[src/rtl/man2_sprite_render.sv]
// Player-2 sprite stage: holds and glides the on-screen position, tests each pixel for a sprite hit, composites over background.
// Latency: mask_px/mask_py combinational from px/py; pix_col/pix_hit registered (1 cycle); position updates only on frame_start.
// Backpressure: none; the stage accepts one pixel every clock and the game logic re-presents its target until it is taken.
//
// Ports:
//   clk, rst_n           pixel clock, synchronous active-low reset
//   frame_start          1-cycle pulse at start of vertical blank (position update strobe)
//   tgt_col, tgt_row     requested grid cell from game logic
//   alive                0 hides the sprite and freezes the glide
//   px, py, video_on     current VGA pixel and visibility
//   bg_col               background colour for this pixel
//   mask_col / mask_px, mask_py   colour ROM return / sprite-local coordinates sent to it
//   pix_col, pix_hit     registered composited colour and sprite-hit flag
//   moving               high while a glide is in progress
module man2_sprite_render #(
    parameter int TILE     = 16,
    parameter int STEP     = 2,
    parameter int ORIGIN_X = 0,
    parameter int ORIGIN_Y = 0,
    parameter int GRID_W   = 15,
    parameter int GRID_H   = 13
) (
    input  logic       clk,
    input  logic       rst_n,
    input  logic       frame_start,
    input  logic [4:0] tgt_col,
    input  logic [4:0] tgt_row,
    input  logic       alive,
    input  logic [9:0] px,
    input  logic [9:0] py,
    input  logic       video_on,
    input  logic [2:0] bg_col,
    input  logic [2:0] mask_col,
    output logic [9:0] mask_px,
    output logic [9:0] mask_py,
    output logic [2:0] pix_col,
    output logic       pix_hit,
    output logic       moving
);

    typedef enum logic {IDLE, MOVE} state_t;

    state_t     state, state_nx;
    logic [9:0] cur_x, cur_y, cur_x_nx, cur_y_nx;
    logic [4:0] cur_col, cur_row, cur_col_nx, cur_row_nx;
    logic [4:0] goal_col, goal_row, goal_col_nx, goal_row_nx;
    logic [9:0] goal_x, goal_y;
    logic       tgt_valid;
    logic       hit, pix_hit_nx;
    logic [2:0] pix_col_nx;
    logic [10:0] x_end, y_end;

    // One glide step toward goal, clamped so it never overshoots.
    function automatic logic [9:0] step_to(input logic [9:0] cur, input logic [9:0] goal);
        if (cur < goal)
            return ((goal - cur) > 10'(STEP)) ? cur + 10'(STEP) : goal;
        else if (cur > goal)
            return ((cur - goal) > 10'(STEP)) ? cur - 10'(STEP) : goal;
        else
            return cur;
    endfunction

    assign goal_x    = 10'(ORIGIN_X) + 10'(goal_col) * 10'(TILE);
    assign goal_y    = 10'(ORIGIN_Y) + 10'(goal_row) * 10'(TILE);
    assign tgt_valid = alive && (tgt_col < 5'(GRID_W)) && (tgt_row < 5'(GRID_H));

    always_ff @(posedge clk) begin
        if (!rst_n) begin
            state    <= IDLE;
            cur_x    <= 10'(ORIGIN_X);
            cur_y    <= 10'(ORIGIN_Y);
            cur_col  <= 5'd0;
            cur_row  <= 5'd0;
            goal_col <= 5'd0;
            goal_row <= 5'd0;
        end else begin
            state    <= state_nx;
            cur_x    <= cur_x_nx;
            cur_y    <= cur_y_nx;
            cur_col  <= cur_col_nx;
            cur_row  <= cur_row_nx;
            goal_col <= goal_col_nx;
            goal_row <= goal_row_nx;
        end
    end

    always_comb begin
        state_nx    = state;
        cur_x_nx    = cur_x;
        cur_y_nx    = cur_y;
        cur_col_nx  = cur_col;
        cur_row_nx  = cur_row;
        goal_col_nx = goal_col;
        goal_row_nx = goal_row;
        case (state)
            IDLE: begin
                if (frame_start && tgt_valid && ((tgt_col != cur_col) || (tgt_row != cur_row))) begin
                    goal_col_nx = tgt_col;
                    goal_row_nx = tgt_row;
                    state_nx    = MOVE;
                end
            end
            MOVE: begin
                // x axis first, then y; a dead player simply stalls the glide.
                if (frame_start && alive) begin
                    if (cur_x != goal_x)
                        cur_x_nx = step_to(cur_x, goal_x);
                    else
                        cur_y_nx = step_to(cur_y, goal_y);
                    if ((cur_x_nx == goal_x) && (cur_y_nx == goal_y)) begin
                        state_nx   = IDLE;
                        cur_col_nx = goal_col;
                        cur_row_nx = goal_row;
                    end
                end
            end
            default: state_nx = IDLE;
        endcase
    end

    assign moving = (state == MOVE);

    // Pixel path. Bounds use 11-bit sums so a sprite near x=1023 cannot wrap.
    assign mask_px = px - cur_x;
    assign mask_py = py - cur_y;
    assign x_end   = {1'b0, cur_x} + 11'(TILE);
    assign y_end   = {1'b0, cur_y} + 11'(TILE);
    assign hit     = video_on && alive
                     && (px >= cur_x) && ({1'b0, px} < x_end)
                     && (py >= cur_y) && ({1'b0, py} < y_end);
    assign pix_hit_nx = hit && (mask_col != 3'b000);
    assign pix_col_nx = !video_on ? 3'b000 : (pix_hit_nx ? mask_col : bg_col);

    always_ff @(posedge clk) begin
        if (!rst_n) begin
            pix_col <= 3'b000;
            pix_hit <= 1'b0;
        end else begin
            pix_col <= pix_col_nx;
            pix_hit <= pix_hit_nx;
        end
    end

endmodule
[config.mk]
export PLATFORM = sky130hd
export DESIGN_NAME = man2_sprite_render
export DESIGN_NICKNAME = d
export VERILOG_FILES = /design/src/rtl/man2_sprite_render.sv
export SDC_FILE = /design/constraint.sdc
export NUM_CORES = 1
export LEC_CHECK = 0
export BUFFER_PORTS_ARGS = -buffer_cell sky130_fd_sc_hd__buf_2
export CAP_MARGIN = 20
export CORE_MARGIN = 2
export CORE_UTILIZATION = 25
export DETAILED_ROUTE_END_ITERATION = 6
export PLACE_DENSITY = 0.39
export SYNTH_ARGS = -nofsm -noshare
export SYNTH_HDL_FRONTEND = slang
export SYNTH_SLANG_ARGS = --single-unit
[constraint.sdc]
create_clock -name clk -period 4.1 [get_ports clk]
set_clock_uncertainty 0.1 [all_clocks]
set_input_delay 0.615 -clock clk [delete_from_list [all_inputs] [get_ports clk]]
set_output_delay 0.615 -clock clk [all_outputs]
set_load 0.05 [all_outputs]
==> results.json, run 1 <==
{
  "drc": 0,
  "p_int_uw": 977,
  "hold_depth": 2,
  "wire_per_inst_microns": 18.1,
  "fin_crit_sh_pct": 97.5,
  "post_dp_cell_area_sq_um": 7110,
  "synth_simple_gate_area_share_pct": 24.2,
  "worstSetupPathType": "reg2reg",
  "synth_area_sq_um": 5990,
  "status": "finished clean",
  "insertion_delay_ns": 0.31,
  "dieArea_sq_um": 25200,
  "num-fill-cells": 2590,
  "p_clk_share_pct": 31.6,
  "clock_path_buffers": 2,
  "pwr-share-comb_pct": 40.6,
  "synth-seq-cells": 45,
  "die-width_microns": 159,
  "synthXorXnorAreaFrac_pct": 9.79,
  "rr_worst_depth": 15,
  "report.final.slew_viol_count": 0,
  "cts_tree": "done",
  "start_util_pct": 25.5,
  "cts_root_buf": "clkbuf_16",
  "dp.cells": 1234,
  "syn_inst": 821,
  "grt_pass1_vias": 6068,
  "vias_per_cell": 5.10,
  "fin_area_sq_um": 7460,
  "final_common_cell": "buf_4",
  "final.min_clock_period_ns": 4.00,
  "critPathTopFamily": "simple AND/OR/NAND/NOR gates",
  "synth_warnings": 0,
  "cts_buffers": 5,
  "grt_pass1_wl_microns": 34900,
  "relSlewSlack_pct": 57.3,
  "ant_nets": 0,
  "finalHoldViolCount": 0,
  "drive_above_1_share_pct": 21.1,
  "first_pass_iters": 5,
  "grt_max_degree": 32,
  "syn_area_per_cell_sq_um": 7.30,
  "setup_viol": 0,
  "crit_slowest_cell": "or4_4",
  "startpoint_type": "flop",
  "pin_count": 66,
  "synth_adder_area_share_pct": 15.1,
  "syn_to_final_growth_pct": 24.5,
  "drv_cap": 0,
  "synth_compound_area_share_pct": 24.3,
  "final_cell_mix": "80 x buf_4, 76 x nor2_1, 74 x nand2_1, 65 x buf_2, 57 x ha_1",
  "antenna_found_initial": 0,
  "syn-num-nets": 932,
  "synth_async_sr_flop_share_pct": 0,
  "ys.flop_type": "dfxtp_1",
  "grt.total_usage_pct": 17.4,
  "synthDistinctLibCells": 75,
  "clk_pin_slew_ns": 0.08,
  "num_vias": 6365,
  "crit_required_ns": 4.23,
  "cp.arrival_ns": 4.13,
  "netSwitchingPower_uw": 622,
  "p_leak_uw": 0.00305,
  "worstHoldPathType": "reg2reg",
  "max_clock_freq_ghz": 0.250,
  "synth_top_family_by_area": "compound AO/OA/AOI/OAI gates",
  "swShare_pct": 38.9,
  "synth-edff-count": 0,
  "drt_iter0_drc": 484,
  "final_cells": 1249,
  "cts_max_level": 2,
  "path_depth": 15,
  "ys_seq_area_share_pct": 15.0,
  "gp_congestion": 0.885,
  "ir_worst_vdd_mv": 0.164,
  "clock-sinks": 45,
  "rows": 56,
  "seq_power_share_pct": 27.8,
  "io_buffers": 65,
  "synthMuxAreaShare_pct": 4.38,
  "antenna_cells": 0,
  "fin_ws_ns": 0.102,
  "critPathMaxStageDelay_ns": 0.58,
  "core-area_sq_um": 23500,
  "die_y_microns": 159,
  "setup_tns_ns": 0,
  "crit_fanout": 5,
  "dp_hpwl_microns": 18200,
  "crit_chain": "inv_2, ha_2, fa_2, nor2b_4, o21a_1, or4_1, and3_1, or4_4, a211oi_4, o21ai_1, a2111o_1, nor4_4, buf_4, clkbuf_16, mux2i_1",
  "holdBufCountCts": 0,
  "post-place-ws_ns": 0.0925,
  "routed_wirelength_microns": 22600,
  "crit_buf_inv": 3,
  "grt-ovfl-total": 0,
  "powerDensity_nw_per_um2": 214,
  "end_kind": "flop",
  "nNetsFinal": 1040,
  "worst_slew_pin_slew_ns": 0.639
}
==> power groups by stage <==
stage | clock, uW | combinational [uW] | sequential (uW)
3_5_place_dp | 0 | 621 | 455
5_1_grt | 536 | 703 | 445
6_report | 506 | 649 | 445
4_1_cts | 524 | 623 | 445
2_1_floorplan | 0 | 422 | 460
3_3_place_gp | 0 | 628 | 455
==> sequential cells by signal (all words and copies together) (netlist names) <==
register  cells
goal_col      5
cur_y        10
goal_row      5
cur_col       5
cur_row       5
pix_hit       1
cur_x        10
pix_col       3
moving        1
==> timing repair <==
action,in CTS,in global routing
endpoints found under the hold margin,0,0
resized for setup,0,36
endpoints found under the setup margin,0,11
setup buffers,0,6
==> final cells by class <==
class                      count  area [sq um]  area share, %
timing repair buffer         148           982           13.2
clock inverter                 3          48.8          0.654
tap                          319           399           5.35
sequential                    45           905           12.1
inverter                      60           225           3.02
multi-input combinational    669          4780           64.0
clock buffer                   5           125           1.68
==> layer usage <==
layer,vias to the layer above,share of wire (%),routed length (microns),track usage [%]
li1,3180,-,-,-
met1,2956,50,11200,25.5
met2,203,42,9550,26.0
met3,26,6.2,1410,3.00
met4,0,1.9,424,4.75
met5,-,0,0,0
==> synthesized netlist by cell type, drive strengths merged, types with 12 or more instances <==
master   n  area [sq um]
o21ai   44           220
ha      66           826
inv     56           210
a21oi   49           249
nor4    12          90.1
nand2   74           278
nand3   35           175
mux2i   24           240
a211oi  13          97.6
nor2    76           285
dfxtp   45           901
clkbuf  36           135
nor3    28           140
xnor2   54           473
xor2    13           114
o211ai  12          90.1
o21a    17           128
nand4   16           100
==> through the flow <==
step	total power [uW]	hold WS, ns	utilization [%]
6_report	1600	0.369	31.8
2_1_floorplan	882	0.346	-
3_5_place_dp	1080	0.366	30.3
3_3_place_gp	1080	0.358	30.3
4_1_cts	1590	0.377	31.0
5_1_grt	1690	0.390	31.8
==> worst reg2reg max path, stage by stage, from the launching register on <==
cell and delay [ns]:
dfxtp_1 0.32, inv_2 0.10, ha_2 0.22, fa_2 0.25, nor2b_4 0.05, o21a_1 0.18
or4_1 0.44, and3_1 0.21, or4_4 0.58, a211oi_4 0.24, o21ai_1 0.11, a2111o_1 0.43
nor4_4 0.21, buf_4 0.18, clkbuf_16 0.15, mux2i_1 0.17
==> cells by family after synthesis <==
kind of cell | after synthesis
compound gates | 214
fa+ha+maj | 70
buf+inv | 107
xor+xnor | 67
mux | 26
simple gates | 292
flops | 45
==> final timing paths <==
path / end / start / slack [ns]
max: cur_row[1]$_SDFFE_PN0P_ / cur_x[4]$_SDFFE_PN0P_ / 0.10
min reg2reg: cur_row[0]$_SDFFE_PN0P_ / cur_row[0]$_SDFFE_PN0P_ / 0.37
max reg2reg: cur_row[1]$_SDFFE_PN0P_ / cur_x[4]$_SDFFE_PN0P_ / 0.10
min: cur_row[0]$_SDFFE_PN0P_ / cur_row[0]$_SDFFE_PN0P_ / 0.37
Note: power is estimated with default switching activity, not from simulation.
==> run 2, diff against run 1 <==
==> config.mk (replaced) <==
export PLATFORM = sky130hd
export DESIGN_NAME = man2_sprite_render
export DESIGN_NICKNAME = d
export VERILOG_FILES = /design/src/rtl/man2_sprite_render.sv
export SDC_FILE = /design/constraint.sdc
export NUM_CORES = 1
export LEC_CHECK = 0
export CAP_MARGIN = 20
export CORE_MARGIN = 2
export CORE_UTILIZATION = 25
export DETAILED_ROUTE_END_ITERATION = 6
export DONT_BUFFER_PORTS = 1
export PLACE_DENSITY = 0.37
export RECOVER_POWER = 50
export SYNTH_ARGS = -nofsm -noshare
export SYNTH_HDL_FRONTEND = slang
export SYNTH_SLANG_ARGS = --single-unit
==> results.json, run 2 (synthesis gave the netlist of run 1 again) <==
{
  "cp.arrival_ns": 4.05,
  "hold_slack_ns": 0.352,
  "die_y_microns": 159,
  "crit_buf_inv": 4,
  "final_cells": 1205,
  "fin_area_sq_um": 7270,
  "r2r_setup_slack_ns": 0.18,
  "num_vias": 6325,
  "antenna_cells": 0,
  "ant_nets": 0,
  "io_buffers": 0,
  "clock_path_buffers": 2,
  "final.min_clock_period_ns": 3.92,
  "startpoint_type": "flop",
  "pwr-share-comb_pct": 41.5,
  "clock-sinks": 45,
  "insertion_delay_ns": 0.31,
  "start_util_pct": 25.5,
  "power_uw": 1510,
  "max_clock_freq_ghz": 0.255,
  "grt_pass1_wl_microns": 35200,
  "rsz0062_at_grt": "false",
  "dieArea_sq_um": 25200,
  "fin_crit_sh_pct": 95.6,
  "final_common_cell": "buf_4",
  "grt.total_usage_pct": 17.6,
  "cts_root_buf": "clkbuf_16",
  "crit_slowest_cell": "or4_4",
  "rr_worst_depth": 16,
  "final_cell_mix": "95 x buf_4, 76 x nor2_1, 73 x nand2_1, 57 x ha_1, 54 x xnor2_1",
  "dp_hpwl_microns": 18300,
  "crit_fanout": 5,
  "wl_met2_microns": 9560,
  "drv_cap": 0,
  "routed_wirelength_microns": 22600,
  "relSlewSlack_pct": 29.7,
  "report.final.slew_viol_count": 0,
  "seq_power_share_pct": 29.9,
  "hold_depth": 2,
  "worst_hold_path.endpoint": "pix_col[1]$_SDFF_PN0_",
  "crit_chain": "inv_4, ha_4, fa_2, nor2b_4, o21a_1, or4_1, and3_1, or4_4, a211oi_2, buf_4, o21ai_1, a2111o_1, nor4_4, buf_4, clkbuf_16, mux2i_1",
  "p_clk_share_pct": 28.6,
  "regArea_sq_um": 907,
  "rows": 56,
  "drt_iter0_drc": 626,
  "p_int_uw": 911,
  "reg_top3": "cur_x (10), cur_y (10)",
  "end_kind": "flop",
  "drive_above_1_share_pct": 16.4,
  "cts_max_level": 2,
  "first_pass_iters": 7,
  "gp_congestion": 0.857,
  "startpoint": "cur_x[4]$_SDFFE_PN0P_",
  "cts_buffers": 5,
  "setup_tns_ns": 0,
  "num-fill-cells": 2599,
  "finalHoldViolCount": 0,
  "wl_met3_microns": 1530,
  "dp.cells": 1186,
  "post_dp_cell_area_sq_um": 6920,
  "die-width_microns": 159,
  "timing.rr.start": "cur_x[4]$_SDFFE_PN0P_",
  "cpMostUsedCell": "buf_4",
  "highest_layer": "met4",
  "powerDensity_nw_per_um2": 207,
  "holdBufCountCts": 0,
  "swShare_pct": 39.5,
  "core-area_sq_um": 23500,
  "grt_pass1_vias": 6032,
  "wl_met1_microns": 11100,
  "worstSetupPathType": "reg2reg",
  "clk_pin_slew_ns": 0.08,
  "pin_count": 66,
  "worstHoldPathType": "in2reg",
  "reg2reg_to": "cur_col[4]$_SDFFE_PN0P_",
  "setup_viol": 0,
  "nNetsFinal": 997,
  "grt_max_degree": 32,
  "status": "finished clean",
  "syn_to_final_growth_pct": 21.3,
  "p_leak_uw": 0.00286,
  "critPathTopFamily": "simple AND/OR/NAND/NOR gates",
  "wire_per_inst_microns": 18.7,
  "multiInputGateArea_sq_um": 4780,
  "drc": 0,
  "critPathMaxStageDelay_ns": 0.56,
  "grt-ovfl-total": 0,
  "worst_slew_pin_slew_ns": 1.05,
  "antenna_found_initial": 0,
  "crit_required_ns": 4.23,
  "min-delay-start": "video_on",
  "ir_worst_vdd_mv": 0.132,
  "cts_tree": "done",
  "netSwitchingPower_uw": 596,
  "vias_per_cell": 5.25
}
-- run 2: cell count changes in the layout (fill, tap and decap cells not counted), sizes merged --
| cell | delta |
|---|---|
| clkinv | +1 |
| buf | -49 |
| clkbuf | +6 |
| bufinv | -1 |
| clkinvlp | -1 |
-- run 2: worst max-delay path by stage --
stage                                    endpoint  cells after the start
final                     cur_col[4]$_SDFFE_PN0P_                     16
after CTS                 cur_col[1]$_SDFFE_PN0P_                     13
after global routing      cur_col[1]$_SDFFE_PN0P_                     15
after floorplan           cur_row[1]$_SDFFE_PN0P_                     15
after detailed placement  cur_col[3]$_SDFFE_PN0P_                     13
after global placement    cur_col[2]$_SDFFE_PN0P_                     14
-- run 2: cell type report --
cell class                      instances  area share, %
Clock buffer                            5           1.72
Clock inverter                          2          0.189
Inverter                               60           3.13
Multi-Input combinational cell        669           65.8
Sequential cell                        45           12.5
Tap cell                              319           5.49
Timing Repair Buffer                  105           11.2
-- run 2: timing repair --
action,in CTS,in global routing
endpoints found under the setup margin,0,11
endpoints found under the hold margin,0,0
gates resized for setup,0,36
setup buffers,0,11
-- run 2: power groups by stage --
stage                     Sequential [uW]  Clock [uW]  Combinational (uW)
after floorplan                       460           0                 422
after global placement                461           0                 606
after detailed placement              461           0                 600
after CTS                             451         453                 602
after global routing                  451         461                 681
final                                 451         430                 625
-- run 2: layer usage --
metal / GRT usage (%) / up-vias
met5: 0 / -
met3: 3.11 / 20
met4: 4.46 / 0
li1: - / 3107
met1: 25.7 / 2980
met2: 26.6 / 218
-- run 2: per-stage QoR --
stage          setup WS [ns]  util (%)
2_1_floorplan         0.0738         -
3_3_place_gp          0.0705      29.5
3_5_place_dp          0.0481      29.5
4_1_cts            0.0000595      30.1
5_1_grt              0.00343      31.0
6_report               0.181      31.0
